<file path="src/rtl/gate3_settle_timer.sv">
// 4-bit load / count-down timer with a zero flag.
// Decrements stop at zero, so the count never wraps.
module gate3_settle_timer (
   input  logic       clk,
   input  logic       rst,
   input  logic       load,
   input  logic [3:0] load_val,
   input  logic       dec,
   output logic [3:0] count,
   output logic       zero
);

   logic [3:0] cnt_d;
   logic [3:0] cnt_q;

   always_comb begin
      cnt_d = cnt_q;
      if (load) begin
         cnt_d = load_val;
      end else if (dec && (cnt_q != 4'd0)) begin
         cnt_d = cnt_q - 4'd1;
      end
   end

   always_ff @(posedge clk) begin
      if (rst) begin
         cnt_q <= 4'd0;
      end else begin
         cnt_q <= cnt_d;
      end
   end

   assign count = cnt_q;
   assign zero  = (cnt_q == 4'd0);

endmodule

</file>
<file path="config.mk">
export PLATFORM = sky130hd
export DESIGN_NAME = gate3_settle_timer
export DESIGN_NICKNAME = d
export VERILOG_FILES = /design/src/rtl/gate3_settle_timer.sv
export SDC_FILE = /design/constraint.sdc
export NUM_CORES = 1
export LEC_CHECK = 0
export ABC_AREA = 1
export CORE_AREA = 2 2 39 41
export DETAILED_ROUTE_END_ITERATION = 12
export DIE_AREA = 0 0 41 43
export PLACE_DENSITY = 0.5
export SETUP_SLACK_MARGIN = 0.3
export SYNTH_ARGS = -nofsm -noshare
export SYNTH_HDL_FRONTEND = slang
export SYNTH_SLANG_ARGS = --single-unit
</file>
<file path="constraint.sdc">
create_clock -name clk -period 1.1 [get_ports clk]
set_input_delay 0.11 -clock clk [delete_from_list [all_inputs] [get_ports clk]]
set_output_delay 0.11 -clock clk [all_outputs]
set_load 0.02 [all_outputs]
</file>
== Word level (Yosys, flattened, before mapping) ==
Index checks and enable logic that the tools add are counted.
Operators by class
  $add $sub $neg: 1
  mux-type cells: 2
  reduce and logical (&&, ||, !) cells: 4
Operator list (count)
  $mux W4: 2
  $logic_not A4 Y1: 1
  $reduce_bool A4 Y1: 1
  $sub A4 B1 Y4 const B: 1
  $reduce_bool A2 Y1: 1
  $logic_and A1 B1 Y1: 1
Storage, ports and cells
  bits in registers: 4
  input bits: 8
  output and inout bits: 5
  word-level logic and storage cells: 8

== Longest topological paths before layout ==
Gate-level depths: netlist of the first run.
  word-level depth: 4
  mapped depth: 8

== Worst setup path before layout of the first run ==
No wires, ideal clock.
  path type: register to register
  from: register cnt_q[0] (netlist: count[0])
  to: register cnt_q[1] (netlist: count[1])
  library setup time: 0.116 ns
  arrival: 1.181 ns
  slack: -0.196 ns
  cell stages (with the launch flop): 9
  path buffers: 0
  clock period less this slack: 1.296 ns
  path through: dfxtp_1 -> inv_1 -> ha_1 -> nand3_2 -> nand2_4 -> nand2_4 -> clkinv_2 -> nor2_1 -> nor2_1
On the way
  longest elaborated chain between the ends: 3
  elaborated cells on any way between the ends: 6
Ends and longest elaborated chain
  from (decl): RTL line 14  | logic [3:0] cnt_q;
  from (signal assigned): RTL line 29  | cnt_q <= cnt_d;
  $sub A4 B1 Y4 or $reduce_bool A4 Y1 (tied branches): RTL line 21, 20
  $mux W4 or $logic_and A1 B1 Y1 (tied branches): RTL line 20  | end else if (dec && (cnt_q != 4'd0)) begin
  $mux W4 or $reduce_bool A2 Y1 (tied branches)
Parallel ways exist; a longest one is shown, timed or not. The select of a mux whose other input is x is not followed.
A chain may end at the register's enable or synchronous reset.

== Worst setup path in the final report of the first run ==
  from: register cnt_q[0] (netlist: count[0])
  to: register cnt_q[3] (netlist: count[3])
The elaborated chain is that of the path after synthesis.

==> results by group, run 1 <==
Outcome
  – Outcome: finished, violations left
  – Failing checks: negative setup slack

Clock network
  – H-tree levels: 1
  – Max clock buf depth: 2
  – Clk Latency, worst-skew pair: 230 ps
  – TritonCTS Buffers: 3
  – Root Driver: clkbuf_4
  – Hold_buf cts: 0
  – TritonCTS clock tree: built
  – Clk sink count: 4
  – Reg clk slew, reported paths: 30 ps

Final layout
  – Syn-to-layout area delta: 140%
  – Register Area: approximately 90 sq um
  – Layout cells sized above 1: 62.0%
  – Non-filler instance count after layout: 87
  – Cell area after layout: about 660 sq um
  – Post-layout nets: 82
  – Antenna cell count: 0
  – Fill count: ~150
  – Footprint of the multi-input gates: about 230 sq um
  – Max FFs per register: 4

Setup path
  – Startpoint Class: register
  – CP peak stage delay: about 340 ps
  – Buffer and inverter count on the worst path: 2
  – Crit path capture type: register
  – Crit path max fanout: 5
  – Crit-path slowest cell: dfxtp_4
  – CP top delay family: flip-flops
  – Top cell by count, worst path: nand2_8
  – Critical path cell sequence: inv_4 -> ha_4 -> nand3_4 -> buf_6 -> nand2_8 -> nand2_8 -> nand3_2 -> a21oi_2
  – Req. time, crit path: 1260 ps
  – Arrival time worst endpoint: 1300 ps
  – CP Class: reg -> reg

Synth
  – Xor/xnor share of the synthesized area: under 10%
  – Post-Syn Instances: approximately 40
  – Post-Syn Area: ~270 sq um
  – Synth area leader: dfxtp_1
  – Synth top area share: 29.2%
  – Mapped Nets: 50
  – Simple-Gate Fraction of Synth Area: 38.8%
  – Synth top area cells: dfxtp_1, nand2_1, nand2_4
  – Largest family of logic cells by synthesized area: simple AND/OR/NAND/NOR gates
  – Syn_area_per_cell: 6.68 sq um
  – Yosys reg bits: 4
  – Compound-Gate Fraction of Synth Area: between 10% and 20%
  – Post-synthesis mux area share: 0%
  – Seq/Total Area, Yosys: 29.2%
  – Adder and majority gate portion of the synthesized area: 4.57%
  – Ys Warns: 0
  – Synth cell types: 16

Placed design
  – DP HPWL: around 600 um
  – DP Area: approximately 500 sq um
  – GP Congestion: about 0.65
  – Buffers on Ports: 12
  – Dpl cells: between 70 and 80

Global route
  – GRT overflow: 0
  – First-pass GRT wire length: 1.21 mm
  – Largest net degree at the start of global routing: 7
  – Number of global-route vias before repair: roughly 340
  – Total track usage: a little over a tenth
  – Initial antenna violation count: 0

Power and ir drop
  – Power per cell area: 1170 nW/um^2
  – Leak pwr: just over 0.3 nW
  – Power Total: just under 800 uW
  – Worst vdd ir: around 0.00044 V

STA
  – Clock Skew: roughly 0.44 ps
  – Min setup slack post-route: -36.3 ps
  – Slew HR: 86.6%
  – Finish-stage setup viols: 5
  – Tmin final: 1140 ps
  – Max Transition Viols Final: 0
  – F_max: between 800 and 900 MHz
  – Tcrit/Tclk final: 103%
  – RSZ-0062 raised after global routing: yes
  – Measured slew at the worst slew-check pin: between 150 and 200 ps
  – Hold Violations, Final: 0
  – TNS Setup: -135 ps

Die
  – Die Span Y: around 43 um
  – Std cell rows: 14
  – Die Wd: a little over 40 um
  – CORE AREA: around 1400 sq um
  – Starting density of the core: slightly below 20%
  – Top Ports: 13
  – Die Area: ~1800 sq um

Routing
  – Post-DRT Antenna Nets: 0
  – DRC viols: 0
  – Vias per inst: a little over 4
  – Drt pass-1 iters: 2
  – Routed len/inst: 9.26 um
  – Total wire length: slightly above 800 um
  – Via count: 360
  – Starting DRT DRC Count: 3

Flow run
  – Max-cap viol count: 0

Min path
  – HP Class: in -> reg
-- layer usage --
metal / up-vias / track usage [%] / share of wire (%)
met2: 10 / 17.2 / 53
met5: - / 0 / 0
met4: 0 / 6.00 / 1.2
li1: 188 / - / -
met1: 160 / 10.3 / 40
met3: 2 / 4.71 / 6.1
-- path summary, 6_finish.rpt --
kind	startpoint	to	slack (ps)	depth (start not counted)
max	count[0]	count[3]	-40	8
min	rst	count[3]	450	2
min reg2reg	count[2]	count[2]	680	4
max reg2reg	count[0]	count[3]	-40	8
-- logic make-up after synthesis --
family | Yosys count
xor gates and xnor gates | 1
buffers and inverters | 8
AOI/OAI and AO/OA | 6
and+or+nand+nor | 21
DFF | 4
adders and majority gates | 1
-- power by group --
part / total (mW) / internal (mW) / switching, mW
clock: 0.175 / 0.122 / 0.0533
sequential: 0.179 / 0.166 / 0.0126
combinational: 0.417 / 0.230 / 0.187
-- Yosys cell counts (all sizes together) --
cell and n:
or2 1, nor2 6, a21oi 2, nand3 4
o21ai 3, o22ai 1, dfxtp 4, nand2 10
inv 7, clkinv 1, xor2 1, ha 1
-- layout by cell type, fill, tap and decap left out, types with 2 or more instances in the layout --
cell,netlist,routed
dfxtp_4,0,2
clkdlybuf4s50_1,0,7
o21ai_0,3,2
nand2_1,8,7
buf_6,0,10
clkbuf_4,0,3
inv_2,2,3
inv_1,5,3
nand2_8,0,2
nor2_2,0,2
buf_4,0,10
nand3_1,3,2
nor2_1,6,4
dfxtp_2,0,2
-- through the flow --
| stage | hold slack (ps) | utilization [%] | worst slack [ps] |
|---|---|---|---|
| 5_1_grt | 458 | 47.6 | -91.6 |
| 3_5_place_dp | 586 | 37.2 | -226 |
| 3_3_place_gp | 579 | 37.2 | -221 |
| 6_report | 451 | 47.6 | -36.3 |
| 2_1_floorplan | 165 | - | 47.5 |
| 4_1_cts | 450 | 44.3 | -54.8 |
-- area by class of cell --
class	instances	share of cell area, %
Sequential cell	4	13.7
Inverter	8	5.70
Multi-Input combinational cell	29	35.0
Timing Repair Buffer	27	39.2
Clock buffer	3	3.42
Tap cell	16	3.04
-- what timing repair did --
| item | CTS | global route |
|---|---|---|
| pin swaps | 6 | 1 |
| buffers inserted | 3 | 3 |
| endpoints found under the setup margin | 9 | 9 |
| cloned | 0 | 0 |
| endpoints found under the hold margin | 0 | 0 |
| gates resized for setup | 41 | 4 |
Power figures use the tool's default switching activity.
==> run 2: changes to the inputs <==
--- a/config.mk
+++ b/config.mk
@@ -9,8 +9,9 @@
 export CORE_AREA = 2 2 39 41
 export DETAILED_ROUTE_END_ITERATION = 12
 export DIE_AREA = 0 0 41 43
-export PLACE_DENSITY = 0.5
+export PLACE_DENSITY = 0.48
 export SETUP_SLACK_MARGIN = 0.3
+export SKIP_CTS_REPAIR_TIMING = 1
 export SYNTH_ARGS = -nofsm -noshare
 export SYNTH_HDL_FRONTEND = slang
 export SYNTH_SLANG_ARGS = --single-unit
==> constraint.sdc (replaced) <==
create_clock -name clk -period 1.3 [get_ports clk]
set_input_delay 0.13 -clock clk [delete_from_list [all_inputs] [get_ports clk]]
set_output_delay 0.13 -clock clk [all_outputs]
set_load 0.02 [all_outputs]
==> run 2 against run 1 <==
  * Sequential power down 16%
  * The run now ends clean
  * Register-to-register slack better by 180 ps
  * Power down 27%
  * Cell count down 10%
  * Largest power group unchanged
  * Cell area down 19%
  * Critical path depth down 3
  * Via count down 7.5%
  * Largest cell class is now multi-input combinational cells
  * Sequential cell count unchanged
==> results by group, run 2 (synthesis gave the netlist of run 1 again) <==
Outcome
  – Outcome: completed

Die
  – Starting density of the core: 19.8% (unchanged)
  – CORE AREA: 1380 sq um (unchanged)
  – Top Ports: 13 (unchanged)
  – Die Area: 1760 sq um (unchanged)
  – Die Span Y: 43 um (unchanged)
  – Die Wd: 41 um (unchanged)
  – Std cell rows: 14 (unchanged)

STA
  – Slew HR: 84.7% (-2.0 points)
  – Finish-stage setup viols: 0 (-5)
  – Clock Skew: 0.252 ps (-0.191 ps)
  – Measured slew at the worst slew-check pin: 230 ps (+31.4 ps)
  – Tcrit/Tclk final: a little over nine tenths
  – Max Transition Viols Final: 0 (unchanged)
  – Hold Violations, Final: 0 (unchanged)
  – TNS Setup: 0 ps (+135 ps)
  – Tmin final: approximately 1200 ps
  – RSZ-0062 raised after global routing: yes
  – F_max: 820 MHz

Clock network
  – TritonCTS Buffers: 3 (unchanged)
  – Max clock buf depth: 2 (unchanged)
  – H-tree levels: 1 (unchanged)
  – Reg clk slew, reported paths: 40 ps (about the same)
  – Clk sink count: 4 (unchanged)
  – TritonCTS clock tree: built
  – Clk Latency, worst-skew pair: 240 ps (about the same)
  – Root Driver: clkbuf_4

Routing
  – DRC viols: 0 (unchanged)
  – Vias per inst: 4.27 (+3.2%)
  – Total wire length: 771 um (-4.3%)
  – Via count: 333 (-7.5%)
  – Starting DRT DRC Count: 6 (+3)
  – Routed len/inst: 9.88 um (+6.7%)
  – Drt pass-1 iters: 3 (+1)
  – Post-DRT Antenna Nets: 0 (unchanged)

Setup path
  – CP Class: reg -> out
  – Worst reg-to-reg path cell count: 9 (+1)
  – Worst reg2reg startpoint: count[0]
  – Crit path capture type: primary output
  – Reg2reg end: count[3]
  – Crit-path slowest cell: dfxtp_4
  – Req. time, crit path: 1170 ps (-90 ps)
  – CP peak stage delay: 350 ps (about the same)
  – Crit path max fanout: 3 (-2)
  – Arrival time worst endpoint: 1090 ps (-210 ps)
  – Critical path cell sequence: inv_4 -> ha_4 -> nand3_4 -> inv_1 -> dlymetal6s2s_1
  – R2R setup slack: 140 ps (+180 ps)
  – Startpoint Class: register

Final layout
  – Post-layout nets: 73 (-11%)
  – Antenna cell count: 0 (unchanged)
  – Layout cells sized above 1: 53.2% (-8.7 points)
  – Most frequent cells in the layout: clkdlybuf4s50_1, nand2_1, buf_4
  – Fill count: 155 (+4.0%)
  – Commonest non-fill, non-tap cell in the layout: clkdlybuf4s50_1
  – Max FFs per register: 4 (unchanged)
  – Cell area after layout: 531 sq um (-19%)
  – Syn-to-layout area delta: 93.6%

Power and ir drop
  – Sw frac: 34.6% (+1.8 points)
  – Power per cell area: 1060 nW/um^2 (-9.2%)
  – Power share of the combinational group: 45.8% (-8.3 points)
  – Worst vdd ir: 0.000268 V (-39%)
  – Reg power frac: 26.6% (+3.4 points)
  – P_int: 369 uW (-29%)
  – Net Switching: 195 uW (-23%)
  – Leak pwr: 0.271 nW (-11%)
  – Clock Power Share: 27.6% (+4.9 points)

Placed design
  – DP Area: 484 sq um (-5.8%)
  – DP HPWL: 608 um (+1.1%)
  – GP Congestion: 0.696 (+7.3%)
  – Buffers on Ports: 12 (unchanged)

Min path
  – Min-delay src: rst
  – HP Class: in -> reg
  – Worst Hold End: count[3]
  – Hold path cells: 2 (unchanged)

Global route
  – Number of global-route vias before repair: 323 (-5.3%)
  – First-pass GRT wire length: 1.27 mm (+5.1%)
  – Largest net degree at the start of global routing: 8 (+1)
  – Total track usage: 11.2% (+0.61 points)
  – GRT overflow: 0 (unchanged)
  – Initial antenna violation count: 0 (unchanged)

Flow run
  – Max-cap viol count: 0 (unchanged)
[run 2: cell types whose count changed in the layout (fill, tap and decap cells not counted), sizes merged]
cell | previous run | this run
dlymetal6s2s | 0 | 2
clkinv | 1 | 0
clkbuf | 3 | 6
inv | 7 | 8
buf | 20 | 6
[run 2: power by group through the flow]
stage	logic (mW)	clock network (mW)	registers, mW
3_5_place_dp	0.249	0	0.153
4_1_cts	0.251	0.164	0.151
2_1_floorplan	0.117	0	0.175
6_report	0.258	0.156	0.150
5_1_grt	0.290	0.171	0.152
3_3_place_gp	0.251	0	0.152
[run 2: area by class of cell]
type | instances | area (sq um) | share of cell area [%]
clock buffers | 3 | 22.5 | 4.25
inverters | 8 | 35.0 | 6.60
multi-input cells | 29 | 208 | 39.2
flip-flops and latches | 4 | 90.1 | 17.0
well taps | 16 | 20.0 | 3.77
repair buffers | 18 | 155 | 29.2
[run 2: worst max path at each step]
| stage | from | endpoint | slack [ps] | cells after the start |
|---|---|---|---|---|
| floorplan | count[0] | count[1] | 250 | 8 |
| global placement | count[0] | zero | -50 | 5 |
| detailed placement | count[0] | zero | -70 | 5 |
| CTS | count[0] | zero | -330 | 5 |
| global route | count[0] | zero | 20 | 5 |
| finish | count[0] | zero | 80 | 5 |
[run 2: routing by layer]
layer | up-vias | track usage, % | part of all wire [%]
met5 | - | 0 | 0
met4 | 0 | 10.0 | 3.0
met3 | 4 | 3.14 | 5.6
met2 | 12 | 17.2 | 50
met1 | 145 | 11.3 | 41
li1 | 172 | - | -
[run 2: stage by stage]
step	instances	worst slack, ps	utilization [%]	power, mW	hold WS, ps
finish	78	81.0	38.3	0.564	469
global route	78	20.1	38.3	0.613	476
CTS	77	-326	36.6	0.566	458
detailed placement	74	-65.9	35.0	0.402	564
global placement	74	-52.0	35.0	0.403	560
floorplan	41	247	-	0.291	185
[run 2: critical path: cells and delay by family, from the launching register on]
family | cells | cell delay, ps
adders and majority gates | 1 | 130
buffers and inverters | 3 | 320
and+or+nand+nor | 1 | 60
DFF | 1 | 350
